--- src/rtl/zl_ts_energy_dispersal.sv ---
// DVB-S transport multiplex adaptation / energy dispersal: TX scrambles, RX descrambles, with sync-lock tracking.
// Define ZL_ED_STATS_EN to add the saturating grp_count / err_count statistics ports.
`timescale 1ns/1ps
module zl_ts_energy_dispersal #(
    parameter int          PACKET_LEN  = 188,
    parameter int          GROUP_LEN   = 8,
    parameter logic [7:0]  SYNC_BYTE   = 8'h47,
    parameter int          LOSS_THRESH = 3,
    parameter logic [14:0] LFSR_INIT   = 15'b100101010000000
) (
    input  logic       clk,
    input  logic       rst,
    input  logic       mode_rx,
    input  logic       data_in_req,
    output logic       data_in_ack,
    input  logic [7:0] data_in,
    output logic       data_out_req,
    input  logic       data_out_ack,
    output logic [7:0] data_out,
    output logic       data_out_sog,
    output logic       locked,
    output logic       sync_err
`ifdef ZL_ED_STATS_EN
    ,
    output logic [15:0] grp_count,
    output logic [15:0] err_count
`endif
);

    localparam int BW = $clog2(PACKET_LEN);
    localparam int PW = (GROUP_LEN > 1) ? $clog2(GROUP_LEN) : 1;
    localparam int EW = $clog2(LOSS_THRESH + 1);

    typedef enum logic [1:0] {SEARCH, GSYNC, PSYNC, DATA} state_t;

    state_t      state, next_state;
    logic [BW-1:0] byte_cnt;
    logic [PW-1:0] pkt_cnt;
    logic [EW-1:0] err_cnt;
    logic [14:0] lfsr, lfsr_step;
    logic [7:0]  prbs;
    logic        mode_lat;
    logic [7:0]  gs_search, gs_lat;
    logic        drop, xfer, bad_gsync, bad_psync, loss, last_byte, last_pkt, group_done;

    // Eight shifts of 1+x^14+x^15 per byte; the feedback bit is the PRBS output, MSB first.
    always_comb begin
        lfsr_step = lfsr;
        prbs      = '0;
        for (int i = 0; i < 8; i++) begin
            prbs      = {prbs[6:0], lfsr_step[1] ^ lfsr_step[0]};
            lfsr_step = {lfsr_step[1] ^ lfsr_step[0], lfsr_step[14:1]};
        end
    end

    assign gs_search  = mode_rx  ? ~SYNC_BYTE : SYNC_BYTE;
    assign gs_lat     = mode_lat ? ~SYNC_BYTE : SYNC_BYTE;
    assign drop       = (state == SEARCH) && (data_in != gs_search);
    assign xfer       = data_in_req && data_out_ack && !drop;
    assign bad_gsync  = (state == GSYNC) && (data_in != gs_lat);
    assign bad_psync  = (state == PSYNC) && (data_in != SYNC_BYTE);
    assign loss       = bad_gsync && (err_cnt == EW'(LOSS_THRESH - 1));
    assign last_byte  = byte_cnt == BW'(PACKET_LEN - 1);
    assign last_pkt   = pkt_cnt == PW'(GROUP_LEN - 1);
    assign group_done = xfer && (state == DATA) && last_byte && last_pkt;

    always_ff @(posedge clk) begin
        if (rst) state <= SEARCH;
        else     state <= next_state;
    end

    always_comb begin
        next_state = state;
        if (xfer) begin
            case (state)
                SEARCH: next_state = DATA;
                GSYNC:  next_state = loss ? SEARCH : DATA;
                PSYNC:  next_state = DATA;
                DATA:   if (last_byte) next_state = last_pkt ? GSYNC : PSYNC;
                default: next_state = SEARCH;
            endcase
        end
    end

    // Dropped bytes in SEARCH are acked without waiting for the sink.
    always_comb begin
        data_out     = data_in;
        data_out_sog = 1'b0;
        data_out_req = data_in_req;
        data_in_ack  = data_in_req && data_out_ack;
        case (state)
            SEARCH: begin
                data_out     = ~data_in;
                data_out_sog = !drop;
                if (drop) begin
                    data_out_req = 1'b0;
                    data_in_ack  = data_in_req;
                end
            end
            GSYNC: begin
                data_out     = ~data_in;
                data_out_sog = 1'b1;
            end
            PSYNC:   data_out = data_in;
            DATA:    data_out = data_in ^ prbs;
            default: data_out = data_in;
        endcase
    end

    always_ff @(posedge clk) begin
        if (rst) begin
            byte_cnt <= '0;
            pkt_cnt  <= '0;
            err_cnt  <= '0;
            lfsr     <= LFSR_INIT;
            mode_lat <= 1'b0;
            locked   <= 1'b0;
            sync_err <= 1'b0;
        end else begin
            sync_err <= xfer && (bad_gsync || bad_psync);
            if (xfer) begin
                case (state)
                    SEARCH: begin
                        mode_lat <= mode_rx;
                        byte_cnt <= BW'(1);
                        pkt_cnt  <= '0;
                        locked   <= 1'b1;
                    end
                    GSYNC: begin
                        byte_cnt <= BW'(1);
                        if (loss) begin
                            err_cnt <= '0;
                            locked  <= 1'b0;
                            lfsr    <= LFSR_INIT;
                        end else if (bad_gsync) begin
                            err_cnt <= err_cnt + EW'(1);
                        end else begin
                            err_cnt <= '0;
                        end
                    end
                    PSYNC: begin
                        byte_cnt <= BW'(1);
                        lfsr     <= lfsr_step;
                    end
                    DATA: begin
                        if (last_byte) begin
                            byte_cnt <= '0;
                            if (last_pkt) begin
                                pkt_cnt <= '0;
                                lfsr    <= LFSR_INIT;
                            end else begin
                                pkt_cnt <= pkt_cnt + PW'(1);
                                lfsr    <= lfsr_step;
                            end
                        end else begin
                            byte_cnt <= byte_cnt + BW'(1);
                            lfsr     <= lfsr_step;
                        end
                    end
                    default: byte_cnt <= '0;
                endcase
            end
        end
    end

`ifdef ZL_ED_STATS_EN
    always_ff @(posedge clk) begin
        if (rst) begin
            grp_count <= '0;
            err_count <= '0;
        end else begin
            if (group_done && grp_count != 16'hFFFF)
                grp_count <= grp_count + 16'd1;
            if (xfer && (bad_gsync || bad_psync) && err_count != 16'hFFFF)
                err_count <= err_count + 16'd1;
        end
    end
`endif

endmodule

--- config.mk ---
export PLATFORM = sky130hd
export DESIGN_NAME = zl_ts_energy_dispersal
export DESIGN_NICKNAME = d
export VERILOG_FILES = /design/src/rtl/zl_ts_energy_dispersal.sv
export SDC_FILE = /design/constraint.sdc
export NUM_CORES = 1
export LEC_CHECK = 0
export ABC_CLOCK_PERIOD_IN_PS = 4270
export CORE_UTILIZATION = 45
export CTS_CLUSTER_DIAMETER = 30
export DETAILED_ROUTE_END_ITERATION = 12
export PLACE_DENSITY = 0.68
export SETUP_SLACK_MARGIN = 0.4
export SYNTH_ARGS = -nofsm -noshare
export SYNTH_HDL_FRONTEND = slang
export SYNTH_SLANG_ARGS = --single-unit
--- constraint.sdc ---
create_clock -name clk -period 4.27 [get_ports clk]
set_input_delay 0.854 -clock clk [delete_from_list [all_inputs] [get_ports clk]]
set_output_delay 0.854 -clock clk [all_outputs]
set_load 0.01 [all_outputs]
# Word level (Yosys, flattened, before mapping)
# Index checks and enable logic that the tools add are counted.
# W data, S select, Z words.
# word_totals
input_bits	13
regBits	33
# op_classes
eq_ne	11
n_bitwise	10
n_mux	25
add_sub_neg	3
n_reduce_logical	22
# ops
operator	n
$mux W15	3
$pmux W15 S3	1
$mux W8	3
$pmux W8 S3	1
$ne A8 B8 Y1	2
$pmux W8 S2	1
$mux W2	5
$reduce_and A3 Y1	3
$add A8 B1 Y8 const B	1
$eq A8 B8 Y1 const B	1
$ne A8 B7 Y1 const B	1
$not A8 Y8	1
$xor A1 B1 Y1	8
$xor A8 B8 Y8	1
$logic_and A1 B1 Y1	7
$eq A2 B2 Y1 const B	3
$mux W3	2
$pmux W2 S3	1
$pmux W3 S2	1
$reduce_and A2 Y1	3
$mux W1	5
$ne A2 B2 Y1 const B	2
$pmux W1 S2	2
$reduce_bool A2 Y1	2
10 further kinds	11

# Depth between registers and ports, before layout
# Gate-level depths: netlist (run 1).
# depth
word_depth	6
mapped_depth	8

# Least setup slack after synthesis (run 1)
# Ideal clock, no wire load.
# synth_timing
path_kind	input to output
start	input data_in[6]
end	output data_in_ack
t_required_ns	3.416
path_slack_ns	1.547
path_stages	4
arrival_ns	1.869
path_cell_list	and4bb_2 > a2111o_4 > nand2_4 > o21a_1
# synth_between
elab_chain_len	4
# synth_rtl
item	line_no	source
start, declared	16	input logic [7:0] data_in,
$ne A8 B8 Y1	58	assign drop = (state == SEARCH) && (data_in != gs_search);
$logic_and A1 B1 Y1	58	
$mux W1	95	if (drop) begin
$mux W1	91	case (state)
end, declared	15	output logic data_in_ack,
# No other way between the ends.

# Final worst setup path (run 1)
# layout_timing
start	input data_in[1]
end	output data_in_ack
# The elaborated chain is that of the path after synthesis.

==> key figures, run 1 <==
Synth
  • Synth unique cells: 47
  • Ranking of synthesized cells by area: dfxtp_1 37%, a22o_1 5.4%, xnor2_1 4.4%
  • FF+latch count, synth: 33
  • Warning count from the yosys run: 0
  • Synth Flop Type: dfxtp_1
  • Async SR Flop Fraction: 0
  • Number of flops mapped to enable cells by yosys: 0
  • Synth area leader: dfxtp_1
  • Area share of the largest cell type after synthesis: 0.368
  • Syn Inst Count: 191
  • Post-synthesis sequential area ratio: 0.368
  • Syn_nets: approximately 210
  • Syn avg cell area: 9.39 µm²
  • Post-Synthesis Cell Area: about 1800 µm²

Detailed routing
  • Antenna-violating nets left: 0
  • Drt first pass iters: 4
  • Routed vias/inst: between 5 and 6
  • DRT Wirelength: 4.07 mm
  • Initial detailed-routing violation count: 59
  • Via count: 1558
  • Drt drc: 0
  • Drt wl/cell: 15.4 µm

Critical path
  • Slowest Stage Delay on Critical Path: 560 ps
  • R2R Path Start: byte_cnt[0]
  • Critical path buffer and inverter count: 2
  • Worst Setup Path Type: in -> out
  • Crit path cell chain: clkdlybuf4s50_1 > and4bb_2 > a2111o_4 > nand2_4 > o21a_1 > clkdlybuf4s50_1
  • Worst setup SP type: input port
  • Crit path max-delay cell type: a2111o_4
  • Crit path max fanout: 6
  • Worst R2R End: lfsr[4]
  • Critical path data required time: 3420 ps
  • Setup crit end kind: output port
  • R2R setup slack: 1960 ps
  • R2r worst-path depth: 5
  • Top cell by count, worst path: clkdlybuf4s50_1
  • Critical path arrival: 2950 ps
  • Delay-heaviest family, CP: buffers and inverters

Finish
  • Most frequent cells in the layout: 33 x dfxtp_1, 22 x clkdlybuf4s50_1, 14 x a21oi_1, 14 x nor2_1
  • Fin nets: 232
  • Layout Cells excl Fill: 264
  • Antenna Cells: 0
  • Fillers: 342
  • Commonest non-fill, non-tap cell in the layout: dfxtp_1
  • Post-route cell area: roughly 2200 µm²
  • Fraction of layout cells with a size suffix above 1: 0.0926
  • P&R area growth vs syn: 20.0%

Power and ir drop
  • Peak VDD IR: between 0.0002 and 0.00025 V
  • LEAKAGE: ~0.81 nW
  • Cell Pwr Density: about 290 nW/µm²

Placed design
  • Gpl congestion: 0.824
  • IO Port Bufs: 25
  • Detail Placement HPWL: 3.05 mm
  • Dpl cells: 256
  • Placed cell areas: 2060 µm²

Clocking
  • CTS Buffer Depth: 2
  • Hold-fix buffer count after cts: 0
  • Resize count post-CTS: 0
  • TritonCTS clock tree: built
  • Setup Fix Bufs, Post-CTS: 0
  • Clock Root Buffer: clkbuf_8
  • H-tree Lvls: 2
  • Total CTS buffers: 5
  • Clock sinks: 33
  • Clock transition at the registers of the reported paths: 60 ps
  • Clk Latency, worst-skew pair: 280 ps

GRT
  • GRT overflow: 0
  • First-pass GRT wire length: between 6 and 7 mm
  • Largest net degree at the start of global routing: 18
  • Initial antenna violation count: 0
  • Vias in the first global route: around 1500
  • GR Util All Layers: 0.216

Die
  • Die H: 65.1 µm
  • Top Ports: 26
  • Die Area: 4240 µm²
  • Die X: between 60 and 70 µm
  • # rows: 22
  • Core Area: 3740 µm²
  • Initial Utilization: 0.479

Min path
  • Hold path startpoint: err_cnt[1]
  • Worst hold path endpoint: err_cnt[1]
  • Min-Delay Path Depth: 2
  • Worst hold-check path type: reg -> reg

Timing
  • Worst Hold Slack: about 460 ps
  • Final Hold Viols: 0
  • RSZ-0062 raised after global routing: false
  • Worst Clk Skew: roughly 6.2 ps
  • Fin crit share: 0.892
  • Final setup fails: 0
  • Worst-Margin Slew: 814 ps
  • Fmax: 0.263 GHz
  • Min Tclk post-route: 3810 ps
  • Total negative slack: 0 ps
  • Slew headroom: 0.456
  • Slew Viols, Final: 0

Job
  • Max-cap violations: 0

Status
  • Outcome: complete, no violations
==> registers in the layout, summed over array words and instances (netlist names) <==
signal / cells
state: 2
locked: 1
err_cnt: 2
byte_cnt: 8
sync_err: 1
pkt_cnt: 3
mode_lat: 1
lfsr: 15
==> cell usage after synthesis (5+ instances only) <==
cell and number:
inv_1 6, xnor2_1 9, nand2_1 11, nor3_1 6, xor2_1 9, nor2_1 14, a22o_1 11, or4_1 5
a2bb2oi_1 5, o21ai_0 6, a21oi_1 14, nand3_1 5, dfxtp_1 33
==> worst min-delay path, cell delays in order, from the launching register on <==
cell and delay, ps:
dfxtp_1 310, nand2_1 50, a21oi_1 50
==> logic make-up (layout without fill, tap and decap cells) <==
| group | Yosys count | in the layout | synth area share |
|---|---|---|---|
| simple gates | 63 | 63 | 0.227 |
| compound gates | 58 | 58 | 0.248 |
| flops | 33 | 33 | 0.368 |
| xor+xnor | 18 | 18 | 0.0879 |
| buf+inv | 14 | 39 | 0.0356 |
| fa+ha+maj | 4 | 4 | 0.0279 |
| mux | 1 | 1 | 0.00558 |
==> area by class of cell <==
| class | instances | area, µm² | area share |
|---|---|---|---|
| well taps | 48 | 60.1 | 0.0279 |
| flip-flops and latches | 33 | 661 | 0.307 |
| clock inverters | 2 | 10.0 | 0.00465 |
| clock buffers | 6 | 72.6 | 0.0337 |
| repair buffers | 25 | 258 | 0.120 |
| multi-input cells | 144 | 1070 | 0.497 |
| inverters | 6 | 22.5 | 0.0105 |
==> worst max-delay path by stage <==
stage	startpoint	end	slack, ps	depth (start not counted)
2_1_floorplan	data_in[6]	data_in_ack	1550	4
3_3_place_gp	data_in[2]	data_in_ack	450	6
3_5_place_dp	data_in[2]	data_in_ack	420	6
4_1_cts	data_in[2]	data_in_ack	410	6
5_1_grt	data_in[1]	data_in_ack	400	6
6_report	data_in[1]	data_in_ack	460	6
==> where the power goes <==
group | internal [mW] | switching (mW) | leakage, nW
Combinational | 0.0482 | 0.0470 | 0.497
Clock | 0.113 | 0.109 | 0.0450
Sequential | 0.311 | 0.00601 | 0.266
==> stage by stage <==
stage,setup slack (ps),power [mW],utilization
2_1_floorplan,1550,0.376,-
3_3_place_gp,453,0.417,0.551
3_5_place_dp,422,0.419,0.551
4_1_cts,415,0.645,0.573
5_1_grt,404,0.663,0.575
6_report,462,0.635,0.575
==> routing by layer <==
metal  GRT usage  share of wire  up-vias
li1            -              -      765
met1       0.285           0.49      747
met2       0.339           0.45       41
met3      0.0521          0.048        5
met4      0.0842          0.015        0
met5           0              0        -
Power figures use the tool's default switching activity.
==> run 2: changes to the inputs <==
REMOVE_ABC_BUFFERS = 1   (was default)
==> key figures, run 2 (synthesis gave the netlist of run 1 again) <==
Critical path
  • Setup crit end kind: output port
  • Crit path max-delay cell type: a2111o_4
  • Delay-heaviest family, CP: buffers and inverters
  • Crit path max fanout: 6 (unchanged)
  • Critical path buffer and inverter count: 2 (unchanged)
  • Slowest Stage Delay on Critical Path: 550 ps (about the same)
  • Crit path cell chain: clkdlybuf4s50_1 > and4bb_2 > a2111o_4 > nand2_4 > o21a_1 > clkdlybuf4s50_1
  • Top cell by count, worst path: clkdlybuf4s50_1
  • Critical path arrival: 2910 ps (-40 ps)
  • Critical path data required time: 3420 ps (about the same)
  • Worst setup SP type: input port
  • Worst Setup Path Type: in -> out

Job
  • Max-cap violations: 0 (unchanged)

Power and ir drop
  • Final Power: 0.652 mW (+2.8%)
  • LEAKAGE: 0.817 nW (+1.1%)
  • Peak VDD IR: 0.000184 V (-14%)
  • Cell Pwr Density: 302 nW/µm² (+2.5%)

Clocking
  • Clock sinks: 33 (unchanged)
  • Total CTS buffers: 5 (unchanged)
  • Clock Root Buffer: clkbuf_8
  • Setup Fix Bufs, Post-CTS: 0 (unchanged)
  • Resize count post-CTS: 0 (unchanged)
  • CTS Buffer Depth: 2 (unchanged)
  • Clock transition at the registers of the reported paths: 70 ps (about the same)
  • Clk Latency, worst-skew pair: 290 ps (about the same)
  • TritonCTS clock tree: built
  • H-tree Lvls: 2 (unchanged)
  • Hold-fix buffer count after cts: 0 (unchanged)

Timing
  • Fin crit share: 0.882 (-0.0103)
  • Total negative slack: 0 ps (unchanged)
  • Min Tclk post-route: 3760 ps (-43.9 ps)
  • Worst-Margin Slew: 820 ps (+6.00 ps)
  • Slew Viols, Final: 0 (unchanged)
  • Fmax: 0.266 GHz (+1.2%)
  • Final Hold Viols: 0 (unchanged)
  • Worst Clk Skew: 8.69 ps (+2.49 ps)
  • Slew headroom: 0.452 (-0.00401)
  • RSZ-0062 raised after global routing: false
  • Final setup fails: 0 (unchanged)

Placed design
  • Placed cell areas: 2060 µm² (unchanged)
  • Gpl congestion: 0.843 (+2.3%)
  • IO Port Bufs: 25 (unchanged)
  • Detail Placement HPWL: 3.12 mm (+2.4%)

Finish
  • Reg with most FFs: lfsr
  • Register Area: 661 µm² (unchanged)
  • Fraction of layout cells with a size suffix above 1: 0.0884 (-0.00422)
  • Fillers: 352 (+2.9%)
  • Area of the multi-input gates: 1070 µm² (unchanged)
  • Antenna Cells: 0 (unchanged)
  • Max FFs per register: 15 (unchanged)
  • Fin nets: 232 (unchanged)
  • Biggest regs: lfsr x15, byte_cnt x8, pkt_cnt x3
  • Post-layout util: 0.577 (+0.00167)
  • Post-route cell area: 2160 µm² (+0.29%)
  • Most frequent cells in the layout: 33 x dfxtp_1, 21 x clkdlybuf4s50_1, 14 x a21oi_1, 14 x nor2_1
  • Commonest non-fill, non-tap cell in the layout: dfxtp_1
  • P&R area growth vs syn: 20.4%

Min path
  • Worst hold-check path type: reg -> reg

Status
  • Outcome: complete, no violations

GRT
  • First-pass GRT wire length: 6.80 mm (-2.1%)
  • GRT overflow: 0 (unchanged)
  • Vias in the first global route: 1473 (-1.9%)
  • Initial antenna violation count: 0 (unchanged)
  • Largest net degree at the start of global routing: 18 (unchanged)
  • GR Util All Layers: 0.210 (-0.00577)

Die
  • Die H: 65.1 µm (unchanged)
  • Initial Utilization: 0.479 (unchanged)
  • Die Area: 4240 µm² (unchanged)
  • # rows: 22 (unchanged)
  • Top Ports: 26 (unchanged)
  • Die X: 65.1 µm (unchanged)
  • Core Area: 3740 µm² (unchanged)

Detailed routing
  • Drt first pass iters: 4 (unchanged)
  • Via count: 1529 (-1.9%)
  • Initial detailed-routing violation count: 87 (+47%)
  • Drt drc: 0 (unchanged)
  • Antenna-violating nets left: 0 (unchanged)
  • DRT Wirelength: 4.07 mm (about the same)
  • Drt wl/cell: 15.5 µm (+0.31%)
  • Routed vias/inst: 5.81 (-1.5%)
## run 2: cell types whose count changed in the layout (fill, tap and decap cells not counted)
cell and change:
clkinv_2 -2, dlymetal6s2s_1 +1, clkbuf_8 +1, clkdlybuf4s50_1 -1
## run 2: power breakdown
group / switching (mW) / total (mW) / internal (mW)
clock network: 0.113 / 0.241 / 0.128
registers: 0.00594 / 0.317 / 0.311
logic: 0.0463 / 0.0943 / 0.0480
## run 2: worst paths after layout
check                endpoint  cells after the start   startpoint  slack (ps)
setup / recovery  data_in_ack                      6   data_in[3]         510
hold / removal     err_cnt[1]                      2   err_cnt[1]         470
setup reg to reg      lfsr[6]                      5  byte_cnt[0]        1970
hold reg to reg    err_cnt[1]                      2   err_cnt[1]         470
## run 2: through the flow
step	hold WS [ps]	instances	setup WS, ps
2_1_floorplan	430	183	1550
3_3_place_gp	442	256	470
3_5_place_dp	461	256	448
4_1_cts	470	263	441
5_1_grt	490	263	451
6_report	466	263	505
## run 2: layout make-up
class,count,share of cell area
multi-input cells,144,0.495
flip-flops and latches,33,0.306
repair buffers,25,0.121
clock buffers,7,0.0400
well taps,48,0.0278
inverters,6,0.0104
## run 2: layer usage
metal	up-vias	part of all wire	track usage
li1	764	-	-
met1	744	0.47	0.259
met2	15	0.49	0.354
met3	6	0.020	0.0365
met4	0	0.016	0.101
met5	-	0	0
## run 2: tightest hold or removal path, delay by kind of cell, from the launching register on
family	cells	cell delay, ps
flip-flops	1	320
AO/OA/AOI/OAI	1	50
AND/OR/NAND/NOR	1	60
